[src/rtl/left_signal_head_monitor_pkg.sv]
// Shared types for the left-turn signal head monitor.
//   light_t     : 2-bit light_color code, shared with the light controller
//   fault_t     : latched fault cause reported on fault_code
//   mon_state_t : monitor FSM state
//   is_legal    : which code-to-code transitions the controller may make
package left_signal_pkg;

  typedef enum logic [1:0] {
    L_GREEN           = 2'b00,
    L_YELLOW          = 2'b01,
    L_RED             = 2'b10,
    L_FLASHING_YELLOW = 2'b11
  } light_t;

  typedef enum logic [1:0] {
    F_NONE         = 2'b00,
    F_ILLEGAL      = 2'b01,
    F_SHORT_YELLOW = 2'b10,
    F_STUCK        = 2'b11
  } fault_t;

  typedef enum logic [0:0] {
    MON_MONITOR = 1'b0,
    MON_FAULT   = 1'b1
  } mon_state_t;

  // Only meaningful when from != to.
  function automatic logic is_legal(light_t from, light_t to);
    logic ok;
    ok = 1'b0;
    unique case (from)
      L_GREEN:           ok = (to == L_YELLOW);
      L_YELLOW:          ok = (to == L_RED);
      L_RED:             ok = (to == L_GREEN) || (to == L_FLASHING_YELLOW);
      L_FLASHING_YELLOW: ok = (to == L_YELLOW);
      default:           ok = 1'b0;
    endcase
    return ok;
  endfunction

endpackage

[src/rtl/left_signal_head_monitor_if.sv]
// Bus between the left-turn light controller (master) and the signal head monitor (slave).
//   light_color  controller -> monitor  2-bit light code
//   hold         controller -> monitor  controller paused, freezes the dwell watchdog
//   clear_fault  controller -> monitor  fault clear request (level)
//   lamp_*       monitor -> lamps       lamp enables
//   fault        monitor -> controller  fault latched
//   fault_code   monitor -> controller  latched fault cause
interface left_signal_head_monitor_if;
  import left_signal_pkg::*;

  light_t light_color;
  logic   hold;
  logic   clear_fault;
  logic   lamp_green;
  logic   lamp_yellow;
  logic   lamp_red;
  logic   fault;
  fault_t fault_code;

  modport master (
    output light_color, hold, clear_fault,
    input  lamp_green, lamp_yellow, lamp_red, fault, fault_code
  );

  modport slave (
    input  light_color, hold, clear_fault,
    output lamp_green, lamp_yellow, lamp_red, fault, fault_code
  );

endinterface

[src/rtl/left_signal_head_monitor_blinker.sv]
// Blink phase generator for flashing lamps.
//   clk      system clock
//   reset    asynchronous, active-low
//   restart  restart at count 0 with phase ON at the next edge
//   phase    1 = lamp ON half, 0 = lamp OFF half; each half lasts BLINK_HALF cycles
module lamp_blinker #(
  parameter int unsigned BLINK_HALF = 4
) (
  input  logic clk,
  input  logic reset,
  input  logic restart,
  output logic phase
);

  localparam int unsigned CntW = (BLINK_HALF > 1) ? $clog2(BLINK_HALF) : 1;

  logic [CntW-1:0] cnt_q, cnt_d;
  logic            phase_q, phase_d;

  always_comb begin
    cnt_d   = cnt_q;
    phase_d = phase_q;
    if (restart) begin
      cnt_d   = '0;
      phase_d = 1'b1;
    end else if (cnt_q == CntW'(BLINK_HALF - 1)) begin
      cnt_d   = '0;
      phase_d = ~phase_q;
    end else begin
      cnt_d = cnt_q + CntW'(1);
    end
  end

  always_ff @(posedge clk or negedge reset) begin
    if (!reset) begin
      cnt_q   <= '0;
      phase_q <= 1'b1;
    end else begin
      cnt_q   <= cnt_d;
      phase_q <= phase_d;
    end
  end

  assign phase = phase_q;

endmodule

[src/rtl/left_signal_head_monitor.sv]
// Left-turn signal head monitor: registers the light code from the controller, decodes it to
// lamp enables and watches the code stream for illegal transitions, short yellow and stuck codes.
// Any fault is latched and forces flashing red until cleared while the controller shows RED.
//   clk    system clock
//   reset  asynchronous, active-low
//   bus    slave side of left_signal_head_monitor_if (code/hold/clear in, lamps/fault out)
module left_signal_head_monitor
  import left_signal_pkg::*;
#(
  parameter int unsigned BLINK_HALF = 4,
  parameter int unsigned MIN_YELLOW = 3,
  parameter int unsigned MAX_DWELL  = 64
) (
  input logic                        clk,
  input logic                        reset,
  left_signal_head_monitor_if.slave  bus
);

  localparam int unsigned DwellW = $clog2(MAX_DWELL + 2);

  light_t            code_q;
  logic [DwellW-1:0] dwell_q, dwell_d;
  mon_state_t        state_q, state_d;
  fault_t            fault_code_q, fault_code_d;
  fault_t            detect;
  logic              changed;
  logic              clear_ok;
  logic              enter_fault;
  logic              leave_fault;
  logic              blink_restart;
  logic              blink_phase;

  assign changed  = (bus.light_color != code_q);
  assign clear_ok = bus.clear_fault && (bus.light_color == L_RED);

  // Fault detection on the incoming sample; change and no-change cases are exclusive, so the
  // 01 > 10 > 11 priority reduces to illegal-before-short-yellow.
  always_comb begin
    detect = F_NONE;
    if (changed) begin
      if (!is_legal(code_q, bus.light_color)) begin
        detect = F_ILLEGAL;
      end else if (code_q == L_YELLOW && bus.light_color == L_RED &&
                   dwell_q < DwellW'(MIN_YELLOW)) begin
        detect = F_SHORT_YELLOW;
      end
    end else if (!bus.hold && dwell_q == DwellW'(MAX_DWELL)) begin
      detect = F_STUCK;
    end
  end

  // FSM next state; fault_code only changes on entry to / exit from FAULT.
  always_comb begin
    state_d      = state_q;
    fault_code_d = fault_code_q;
    unique case (state_q)
      MON_MONITOR: begin
        if (detect != F_NONE) begin
          state_d      = MON_FAULT;
          fault_code_d = detect;
        end
      end
      MON_FAULT: begin
        if (clear_ok) begin
          state_d      = MON_MONITOR;
          fault_code_d = F_NONE;
        end
      end
      default: begin
        state_d      = MON_FAULT;
        fault_code_d = fault_code_q;
      end
    endcase
  end

  assign enter_fault = (state_q == MON_MONITOR) && (state_d == MON_FAULT);
  assign leave_fault = (state_q == MON_FAULT) && (state_d == MON_MONITOR);

  // Dwell counts consecutive samples of code_q; it keeps running in FAULT.
  always_comb begin
    dwell_d = dwell_q;
    if (changed || leave_fault) begin
      dwell_d = DwellW'(1);
    end else if (!bus.hold && dwell_q != DwellW'(MAX_DWELL + 1)) begin
      dwell_d = dwell_q + DwellW'(1);
    end
  end

  // Restart on FAULT entry (red blink) or on FY entry while the head is decoding normally.
  assign blink_restart = enter_fault ||
                         (state_d == MON_MONITOR && bus.light_color == L_FLASHING_YELLOW &&
                          code_q != L_FLASHING_YELLOW);

  lamp_blinker #(
    .BLINK_HALF (BLINK_HALF)
  ) u_blinker (
    .clk     (clk),
    .reset   (reset),
    .restart (blink_restart),
    .phase   (blink_phase)
  );

  always_ff @(posedge clk or negedge reset) begin
    if (!reset) begin
      code_q       <= L_RED;
      dwell_q      <= DwellW'(1);
      state_q      <= MON_MONITOR;
      fault_code_q <= F_NONE;
    end else begin
      code_q       <= bus.light_color;
      dwell_q      <= dwell_d;
      state_q      <= state_d;
      fault_code_q <= fault_code_d;
    end
  end

  // Outputs decode only flops, so light_color reaches the lamps one cycle late with no
  // combinational input-to-output path.
  always_comb begin
    bus.lamp_green  = 1'b0;
    bus.lamp_yellow = 1'b0;
    bus.lamp_red    = 1'b0;
    bus.fault       = (state_q == MON_FAULT);
    bus.fault_code  = fault_code_q;
    if (state_q == MON_FAULT) begin
      bus.lamp_red = blink_phase;
    end else begin
      unique case (code_q)
        L_GREEN:           bus.lamp_green  = 1'b1;
        L_YELLOW:          bus.lamp_yellow = 1'b1;
        L_RED:             bus.lamp_red    = 1'b1;
        L_FLASHING_YELLOW: bus.lamp_yellow = blink_phase;
        default:           bus.lamp_red    = 1'b1;
      endcase
    end
  end

endmodule
[src/flat_wrapper.sv]
// flat-port wrapper written by rule: the top's interface ports become plain ports
module left_signal_head_monitor_flat import left_signal_pkg::*;
#(
  parameter int unsigned BLINK_HALF = 4,
  parameter int unsigned MIN_YELLOW = 3,
  parameter int unsigned MAX_DWELL  = 64
)
  (clk, reset, bus_light_color, bus_hold, bus_clear_fault, bus_lamp_green, bus_lamp_yellow, bus_lamp_red, bus_fault, bus_fault_code);
  left_signal_head_monitor_if bus_i ();
  input logic clk;
  input logic reset;
  input wire logic [$bits(bus_i.light_color)-1:0] bus_light_color;
  input wire logic [$bits(bus_i.hold)-1:0] bus_hold;
  input wire logic [$bits(bus_i.clear_fault)-1:0] bus_clear_fault;
  output wire logic [$bits(bus_i.lamp_green)-1:0] bus_lamp_green;
  output wire logic [$bits(bus_i.lamp_yellow)-1:0] bus_lamp_yellow;
  output wire logic [$bits(bus_i.lamp_red)-1:0] bus_lamp_red;
  output wire logic [$bits(bus_i.fault)-1:0] bus_fault;
  output wire logic [$bits(bus_i.fault_code)-1:0] bus_fault_code;
  assign bus_i.light_color = bus_light_color;
  assign bus_i.hold = bus_hold;
  assign bus_i.clear_fault = bus_clear_fault;
  assign bus_lamp_green = bus_i.lamp_green;
  assign bus_lamp_yellow = bus_i.lamp_yellow;
  assign bus_lamp_red = bus_i.lamp_red;
  assign bus_fault = bus_i.fault;
  assign bus_fault_code = bus_i.fault_code;
  left_signal_head_monitor #(.BLINK_HALF(BLINK_HALF), .MIN_YELLOW(MIN_YELLOW), .MAX_DWELL(MAX_DWELL)) u_core (.clk(clk), .reset(reset), .bus(bus_i));
endmodule
[config.mk]
export PLATFORM = sky130hd
export DESIGN_NAME = left_signal_head_monitor_flat
export DESIGN_NICKNAME = d
export VERILOG_FILES = /design/src/rtl/left_signal_head_monitor_pkg.sv /design/src/rtl/left_signal_head_monitor_if.sv /design/src/rtl/left_signal_head_monitor_blinker.sv /design/src/rtl/left_signal_head_monitor.sv /design/src/flat_wrapper.sv
export SDC_FILE = /design/constraint.sdc
export NUM_CORES = 1
export LEC_CHECK = 0
export CAP_MARGIN = 20
export CORE_MARGIN = 1
export CORE_UTILIZATION = 57
export CTS_CLUSTER_DIAMETER = 150
export DETAILED_ROUTE_END_ITERATION = 12
export GPL_TIMING_DRIVEN = 0
export MAX_ROUTING_LAYER = met4
export PLACE_DENSITY = 0.82
export SLEW_MARGIN = 20
export SYNTH_ARGS = -nofsm -noshare
export SYNTH_HDL_FRONTEND = slang
export SYNTH_SLANG_ARGS = --single-unit
[constraint.sdc]
create_clock -name clk -period 4.22 [get_ports clk]
set_clock_uncertainty 0.2 [all_clocks]
set_input_delay 0.844 -clock clk [delete_from_list [all_inputs] [get_ports clk]]
set_output_delay 0.844 -clock clk [all_outputs]
set_load 0.02 [all_outputs]
# Word level (Yosys, flattened, before mapping)
# Index checks and enable logic that the tools add are counted.
dict set report totals {
  register_bits 15
  output_inout_bits 6
  word_cells 69
}
dict set report classes {
  addsub 2
  n_lt_le_gt_ge 1
  n_eq_ne 13
  n_mux 24
  bitwise_logic 3
  reduce_logical 20
}
# operator count
set ops {}
lappend ops {{$mux 2} 8}
lappend ops {{$mux 7} 2}
lappend ops {{$eq 2x2->1 const B} 5}
lappend ops {{$mux 1} 10}
lappend ops {{$logic_and 1x1->1} 9}
lappend ops {{$add 7x1->7 const B} 1}
lappend ops {{$eq 7x7->1 const B} 1}
lappend ops {{$lt 7x2->1 const B} 1}
lappend ops {{$ne 7x7->1 const B} 1}
lappend ops {{$reduce_bool 2->1} 3}
lappend ops {{$eq 2x1->1 const B} 2}
lappend ops {{$logic_not 2->1} 2}
lappend ops {{$ne 2x2->1 const B} 2}
lappend ops {{$pmux 1 s2} 2}
lappend ops {{$pmux 2 s2} 1}
lappend ops {{$logic_or 1x1->1} 3}
lappend ops {{$not 1->1} 3}
lappend ops {{$pmux 1 s3} 1}
lappend ops {{$add 2x1->2 const B} 1}
lappend ops {{$ne 2x1->1 const B} 1}
lappend ops {{$ne 2x2->1} 1}
lappend ops {{$reduce_and 2->1} 1}
lappend ops {{$reduce_or 2->1} 1}
lappend ops {{$logic_not 1->1} 1}

# Depth between registers and ports, before layout
# Gate-level depths: netlist of run 1.
dict set report depth {
  depth_word 14
  mapped_depth 7
  mapped_depth_nobuf 7
}

# Modules after synthesis
# A second synthesis of run 1 with hierarchy kept.
dict set report unflattened {
  cells_unflattened 94
  hier_area_um2 942.2
}
# module n_inst cells_each area_per_inst_um2 seq_area_each_um2
set modules_own_cells {}
lappend modules_own_cells {left_signal_head_monitor 1 86 827.0 302.8}
lappend modules_own_cells {lamp_blinker 1 8 115.1 76.3}

# Worst setup path after synthesis of run 1
# Ideal clock, no wire load.
dict set report synth_path {
  path_type {input to register}
  start {in bus_light_color[0]}
  end {reg u_core.u_blinker.phase_q, in the netlist u_core.u_blinker.phase}
  setup_time_ns 0.061
  arrival_ns 2.062
  setup_slack_ns 1.897
  cell_stages 6
  n_path_buf 0
  path_cell_list {inv_1 ha_1 a221o_1 a311o_1 o311ai_2 nand2b_1}
}
dict set report synth_via {
  elab_chain_len 14
  elab_cells_between_ends 25
}
# element line_no
set synth_rtl {}
lappend synth_rtl {{from (decl)} flat_wrapper.sv:12} ;# input wire logic [$bits(bus_i.light_color)-1:0] bus_light_color;
lappend synth_rtl {{$eq 2x2->1, or another cell as far along} {left_signal_head_monitor_pkg.sv:34, left_signal_head_monitor.sv:91}}
lappend synth_rtl {{$logic_or 1x1->1 or $logic_and 1x1->1 (tied branches)} {left_signal_head_monitor_pkg.sv:34, left_signal_head_monitor.sv:43}}
lappend synth_rtl {{$pmux 1 s3 or $logic_and 1x1->1 (tied branches)} {left_signal_head_monitor_pkg.sv:31, left_signal_head_monitor.sv:43}}
lappend synth_rtl {{$mux 1 or $mux 2 (tied branches)} {left_signal_head_monitor.sv:40, left_signal_head_monitor.sv:43}}
lappend synth_rtl {{$mux 2} left_signal_head_monitor.sv:41} ;# if (!is_legal(code_q, bus.light_color)) begin
lappend synth_rtl {{$mux 2} left_signal_head_monitor.sv:40} ;# if (changed) begin
lappend synth_rtl {{$reduce_bool 2->1} left_signal_head_monitor.sv:58} ;# if (detect != F_NONE) begin
lappend synth_rtl {{$mux 1} left_signal_head_monitor.sv:58}
lappend synth_rtl {{$pmux 1 s2} left_signal_head_monitor.sv:56} ;# unique case (state_q)
lappend synth_rtl {{$not 1->1} left_signal_head_monitor.sv:91} ;# (state_d == MON_MONITOR && bus.light_color == L_FLASHING_YELLOW &&
lappend synth_rtl {{$logic_and 1x1->1 (2 in a row)} left_signal_head_monitor.sv:91}
lappend synth_rtl {{$logic_or 1x1->1 (*)} left_signal_head_monitor.sv:90} ;# assign blink_restart = enter_fault ||
lappend synth_rtl {{$mux 1 or $reduce_bool 2->1 (tied branches)} -}
lappend synth_rtl {{to (signal assigned)} left_signal_head_monitor_blinker.sv:40} ;# phase_q <= phase_d;
lappend synth_rtl {{to (decl)} left_signal_head_monitor_blinker.sv:18} ;# logic phase_q, phase_d;
# Mark *: on every way between the ends. The rest lies on a longest branch, timed or not. The select of a mux whose other input is x is not followed.
# A chain may end at the register's enable or synchronous reset.

# Worst setup path after layout of run 1
dict set report layout_path {
  start {reg u_core.state_q, in the netlist u_core.bus.fault}
  end {out bus_lamp_red}
}
dict set report layout_via {
  elab_chain_len 1
}
# element line_no
set layout_rtl {}
lappend layout_rtl {{from (decl)} left_signal_head_monitor.sv:23} ;# mon_state_t state_q, state_d;
lappend layout_rtl {{from (signal assigned)} left_signal_head_monitor.sv:112} ;# state_q <= state_d;
lappend layout_rtl {{$mux 1} left_signal_head_monitor.sv:125} ;# if (state_q == MON_FAULT) begin
lappend layout_rtl {{to (decl)} flat_wrapper.sv:17} ;# output wire logic [$bits(bus_i.lamp_red)-1:0] bus_lamp_red;
# No other way between the ends.

==> run metrics, run 1 <==
Final Cycle Share=0.698; critical path class=reg2out; Crit Path Max Fanout=10; met1 usage=0.274; Pre-antenna DRT Iters=4; fill cell count=roughly 120; routability congestion estimate=roughly 0.85; status=complete, no violations; post-DP HPWL=1.37 mm; # clock sinks=15; slew margin rel.=0.529; initial DRC count=20; ANT nets after route=0; # DRC=0; Seq cells post-synth=15; syn_nets=around 110; Worst EP required=3.18 ns; Commonest cells post-synth=dfrtp_1 (12), ha_1 (12), nor2_1 (9); Crit. End Element=output pin; max_cap viols=0; Total Neg Setup Slack=0 ns; max-slew violations=0; Root Buffer=clkbuf_4; CTS tree=yes; CTS max path bufs=2; top_reg_cell synth=dfrtp_1; post-CTS sizing=0; die width=43.1 µm; first-pass GRT wire length=3.04 mm; Netlist cell types=34; Core ar.=1540 µm²; Fmax=between 300 and 400 MHz; gr ovfl total=0; share of layout cells above drive strength 1=0.0991; final wirelength=roughly 1.8 mm; area share of the leading cell type in the synthesized netlist=0.311; cts hold-fix bufs=0; worst reg2reg path startpoint=u_core.code_q[1]; Nets=130; worst path cell trace=clkbuf_1 > mux2_2 > clkdlybuf4s50_1; via count=approximately 740; Clock Pin Slew Worst Setup and Hold Paths=about 0.09 ns; CP max stage delay=~0.54 ns; Clock Latency Late Sink=~0.28 ns; Yosys Warn Count=0; met3 Use GR=0.0468; leading area contributor after synthesis=dfrtp_1; register area share after synthesis=0.393; Worst Setup Start Kind=register; total track usage=0.228; vias in the first global route=just over 700; post-CTS setup buffer count=0; effective utilization at floorplan=0.626; Tmin final=just under 3 ns; Max VDD drop=208 µV; synthesized area per cell=10.0 µm²; Post-synth EDFFs=0; Post-synth ARST share=1.00; RSZ-0062 raised after global routing=false; num rows=14; grt peak-use layer=met2; largest net degree at the start of global routing=16; worst setup path start=u_core.bus.fault; cts bufs inserted=3; DP Cell Count=about 120; H-tree levels=1; final hold vios=0; Worst EP arrival=1.90 ns; GR Layer Usage met2=0.367; Post-Synthesis Cell Area=about 960 µm²; critical path endpoint=bus_lamp_red; # setup viols final=0; Synth Instances=96; Die ar.=1860 µm²; port bufs=11; Layout Cells excl Fill=127; area delta synth->final=16.3%; antenna violations before repair=0; Pwr per Cell Area=404 nW/µm²; internal reg-to-reg setup slack=~2 ns; Vias/cell=roughly 5.8; HP Class=reg2reg; Multi-input gate area=548 µm²; Area contributors post-synth=dfrtp_1 (31%), ha_1 (16%), dfstp_2 (8.2%), xor2_1 (6.4%), nor2_1 (3.5%); wire per inst=~14 µm; Reg area=between 300 and 400 µm²; Critical-path top delay cell=clkdlybuf4s50_1; P_leak=around 0.52 nW; R2R Path End=u_core.u_blinker.cnt_q[0]; Least-Margin Pin Slew=a little over 0.7 ns; I/O pin count=12; Die Ht=approximately 43 µm; antenna fix cells=0; worst r2r path cells=7
[flip-flops by register name, indices dropped and copies added (netlist names)]
signal / cells
u_core.bus.fault: 1
u_core.bus.fault_code: 2
u_core.code_q: 2
u_core.dwell_q: 7
u_core.u_blinker.cnt_q: 2
u_core.u_blinker.phase: 1
[how the worst min path moves through the flow]
stage	startpoint	end	depth (start not counted)
2_1_floorplan	u_core.u_blinker.cnt_q[0]	u_core.u_blinker.cnt_q[0]	1
3_3_place_gp	u_core.u_blinker.cnt_q[0]	u_core.u_blinker.cnt_q[0]	1
3_5_place_dp	u_core.u_blinker.cnt_q[0]	u_core.u_blinker.cnt_q[0]	1
4_1_cts	u_core.u_blinker.cnt_q[0]	u_core.u_blinker.cnt_q[0]	1
5_1_grt	u_core.u_blinker.cnt_q[0]	u_core.u_blinker.cnt_q[0]	1
6_report	u_core.u_blinker.cnt_q[0]	u_core.u_blinker.cnt_q[0]	1
[through the flow]
step | power (mW) | setup WS (ns) | instance area [µm²] | hold slack (ns) | utilization
after floorplan | 0.305 | 1.90 | 965 | 0.215 | -
after global placement | 0.366 | 1.20 | 1090 | 0.229 | 0.710
after CTS | 0.460 | 1.26 | 1120 | 0.254 | 0.728
final | 0.454 | 1.27 | 1120 | 0.248 | 0.728
after detailed placement | 0.375 | 1.14 | 1090 | 0.241 | 0.710
after global routing | 0.485 | 1.18 | 1120 | 0.287 | 0.728
[layer usage]
metal | vias to the layer above | share of wire
met2 | 25 | 0.49
met3 | 6 | 0.057
met4 | 0 | 0.014
met1 | 349 | 0.44
li1 | 359 | -
met5 | - | 0
[cells by family after synthesis]
logic type | Yosys count | synth area share
muxes | 1 | 0.0117
buffers and inverters | 10 | 0.0389
AOI/OAI and AO/OA | 12 | 0.0947
and+or+nand+nor | 37 | 0.224
adders and majority gates | 12 | 0.156
DFF | 15 | 0.393
xor gates and xnor gates | 9 | 0.0817
[cell type report]
class / count / area share
inverters: 8 / 0.0268
repair buffers: 11 / 0.0981
flip-flops and latches: 15 / 0.338
well taps: 16 / 0.0178
clock inverters: 1 / 0.00446
multi-input cells: 71 / 0.488
clock buffers: 3 / 0.0201
plain buffers: 2 / 0.00669
[power by group]
part	leakage, nW	switching, mW	internal, mW
Combinational	0.318	0.0951	0.0832
Sequential	0.186	0.0176	0.174
Clock	0.0177	0.0483	0.0352
[placed cells by master (no fill, tap or decap)]
master,instances
nand3_1,1
dfrtp_1,12
dfstp_2,3
a211oi_1,1
or4_1,1
o211ai_1,1
clkbuf_4,3
and3_1,1
nor2b_1,1
nand2b_1,3
or3_1,1
a31oi_1,2
xnor2_1,2
nand4b_1,1
ha_1,12
a21oi_1,3
o21ai_0,1
nand2_1,7
a311o_1,1
o311ai_2,1
nand3b_1,2
nand4_1,2
mux2_2,1
nor2_1,9
clkdlybuf4s50_1,11
clkinv_2,1
or2b_1,1
nor3b_1,1
and3b_1,2
or2_2,1
a221o_1,1
a22oi_1,1
xor2_1,7
nor4_4,1
clkbuf_1,2
inv_1,8
nor3_1,2
[critical path: cells and delay by family (launching register included)]
kind | cells | cell delay (ns)
mux | 1 | 0.38
buf+inv | 2 | 0.89
flops | 1 | 0.35
Power figures use the tool's default switching activity.
==> run 2, diff against run 1 <==
Settings changed: CORE_UTILIZATION 57 to 48, PLACE_DENSITY 0.82 to 0.73.
Clock period 4.22 ns to 2.7 ns, I/O delays scaled along.
==> run 2 against run 1 <==
  * Setup slack got worse by 1.1 ns
  * Via count is 7.0% lower
  * Sequential power is 65% higher
  * Largest power group unchanged
  * Combinational power rose by 41%
  * Count of clock-buffer cells in the layout stayed put
  * Worst hold slack got worse by 0.0033 ns
  * Flip-flop and latch count unchanged
  * Critical endpoint unchanged
  * Critical path depth up 1
  * Die area increased by 18%
  * Cell count is 6.3% higher
  * Routed wire length down 6.7%
  * Non-clock buffer count shrank 1
==> run metrics, run 2 (synthesis gave the netlist of run 1 again) <==
status=complete, no violations; Worst EP arrival=roughly 1.8 ns; H-tree levels=1; Worst Setup Start Kind=register; Finished Cell Area=approximately 1100 µm²; Worst EP required=a little under 2 ns; final hold vios=0; max_cap viols=0; Vias/cell=5.09; total track usage=0.206; Clock Pin Slew Worst Setup and Hold Paths=~0.1 ns; Crit. End Element=output pin; ANT nets after route=0; antenna fix cells=0; final wirelength=about 1.7 mm; Multi-input gate area=approximately 550 µm²; Crit Path Max Fanout=5; effective utilization at floorplan=0.535; initial DRC count=12; fill cell count=approximately 160; # setup viols final=0; Pwr per Cell Area=between 600 and 700 nW/µm²; commonest cells after routing, fill and taps aside=ha_1 (12), dfrtp_1 (12), clkdlybuf4s50_1 (10); Fmax=a little under 400 MHz; share of layout cells above drive strength 1=0.100; P_leak=0.538 nW; Clock Power Share=0.191; sequential share of power=0.451; post-CTS sizing=0; Comb pwr share=0.358; Post-DP Area=around 1100 µm²; Die ar.=~2200 µm²; internal reg-to-reg setup slack=around 0.48 ns; Least-Margin Pin Slew=about 0.67 ns; Reg area=379 µm²; DP Cell Count=between 100 and 150; CTS max path bufs=2; num rows=15; R2R Path End=u_core.u_blinker.phase; Final Cycle Share=0.949; critical path class=reg2out; Tmin final=2.56 ns; antenna violations before repair=0; Hold Path End=u_core.u_blinker.cnt_q[0]; CTS tree=yes; RSZ-0062 raised after global routing=false; gr ovfl total=0; max FFs per register=7; Clock Latency Late Sink=roughly 0.29 ns; port bufs=11; Core ar.=between 1500 and 2000 µm²; via count=687; Pre-antenna DRT Iters=4; I/O pin count=12; # DRC=0; cts hold-fix bufs=0; Root Buffer=clkbuf_4; Die Ht=about 47 µm; largest net degree at the start of global routing=16; Nets=about 130; # clock sinks=15; sw frac=0.355; worst reg2reg path startpoint=u_core.code_q[1]; area delta synth->final=17.4%; first-pass GRT wire length=approximately 3.0 mm; Layout Cells excl Fill=~140; most flop-heavy register=u_core.dwell_q; die width=~47 µm; Max VDD drop=400 µV; post-CTS setup buffer count=0; slew margin rel.=0.553; Pint=0.453 mW; vias in the first global route=between 600 and 700; wire per inst=between 10 and 15 µm; hold path startpoint=u_core.u_blinker.cnt_q[0]; post-DP HPWL=around 1.3 mm; worst r2r path cells=7; cts bufs inserted=3; HP Class=reg2reg; max-slew violations=0; Sw Pwr=roughly 0.25 mW; routability congestion estimate=0.874; Hold Path Depth=1
## run 2: cell count changes in the layout (fill, tap and decap cells not counted)
cell / before / now
clkdlybuf4s50_1: 11 / 10
clkbuf_1: 2 / 1
dlymetal6s2s_1: 0 / 1
## run 2: worst max path at each step
stage / start / to
after global placement: bus_light_color[0] / u_core.u_blinker.phase
after detailed placement: bus_light_color[0] / u_core.u_blinker.cnt_q[0]
after CTS: u_core.bus.fault / bus_lamp_red
after global routing: u_core.code_q[0] / bus_lamp_red
final: u_core.code_q[0] / bus_lamp_red
after floorplan: u_core.code_q[1] / u_core.u_blinker.phase
## run 2: area by class of cell
class	count	area share
Buffer	1	0.00331
Clock buffer	3	0.0199
Clock inverter	1	0.00442
Inverter	8	0.0265
Multi-Input combinational cell	71	0.484
Sequential cell	15	0.335
Tap cell	25	0.0276
Timing Repair Buffer	11	0.0994
## run 2: worst max-delay path: stages, from the launching register on
cell	delay [ns]
dfrtp_1	0.44
inv_1	0.09
ha_1	0.22
mux2_2	0.26
clkdlybuf4s50_1	0.53
## run 2: power groups by stage
stage          registers (mW)  clock network (mW)  logic, mW
2_1_floorplan           0.317                   0      0.160
3_3_place_gp            0.303                   0      0.270
3_5_place_dp            0.305                   0      0.277
4_1_cts                 0.300               0.140      0.277
5_1_grt                 0.325               0.147      0.286
6_report                0.317               0.134      0.251
## run 2: per-stage QoR
step | TNS (ns) | utilization | total power [mW] | setup slack (ns) | hold slack [ns]
CTS | 0 | 0.629 | 0.717 | 0.0486 | 0.248
floorplan | 0 | - | 0.477 | 0.634 | 0.0444
global route | 0 | 0.628 | 0.758 | 0.0624 | 0.264
finish | 0 | 0.628 | 0.703 | 0.137 | 0.245
detailed placement | -0.0913 | 0.614 | 0.582 | -0.0401 | 0.235
global placement | -0.0418 | 0.614 | 0.573 | -0.0187 | 0.229
## run 2: routing by layer
metal,global-route usage,part of all wire,routed length [µm]
met1,0.260,0.50,852
met2,0.325,0.45,769
met3,0.0346,0.032,54
met4,0.0857,0.020,34
met5,-,0,0
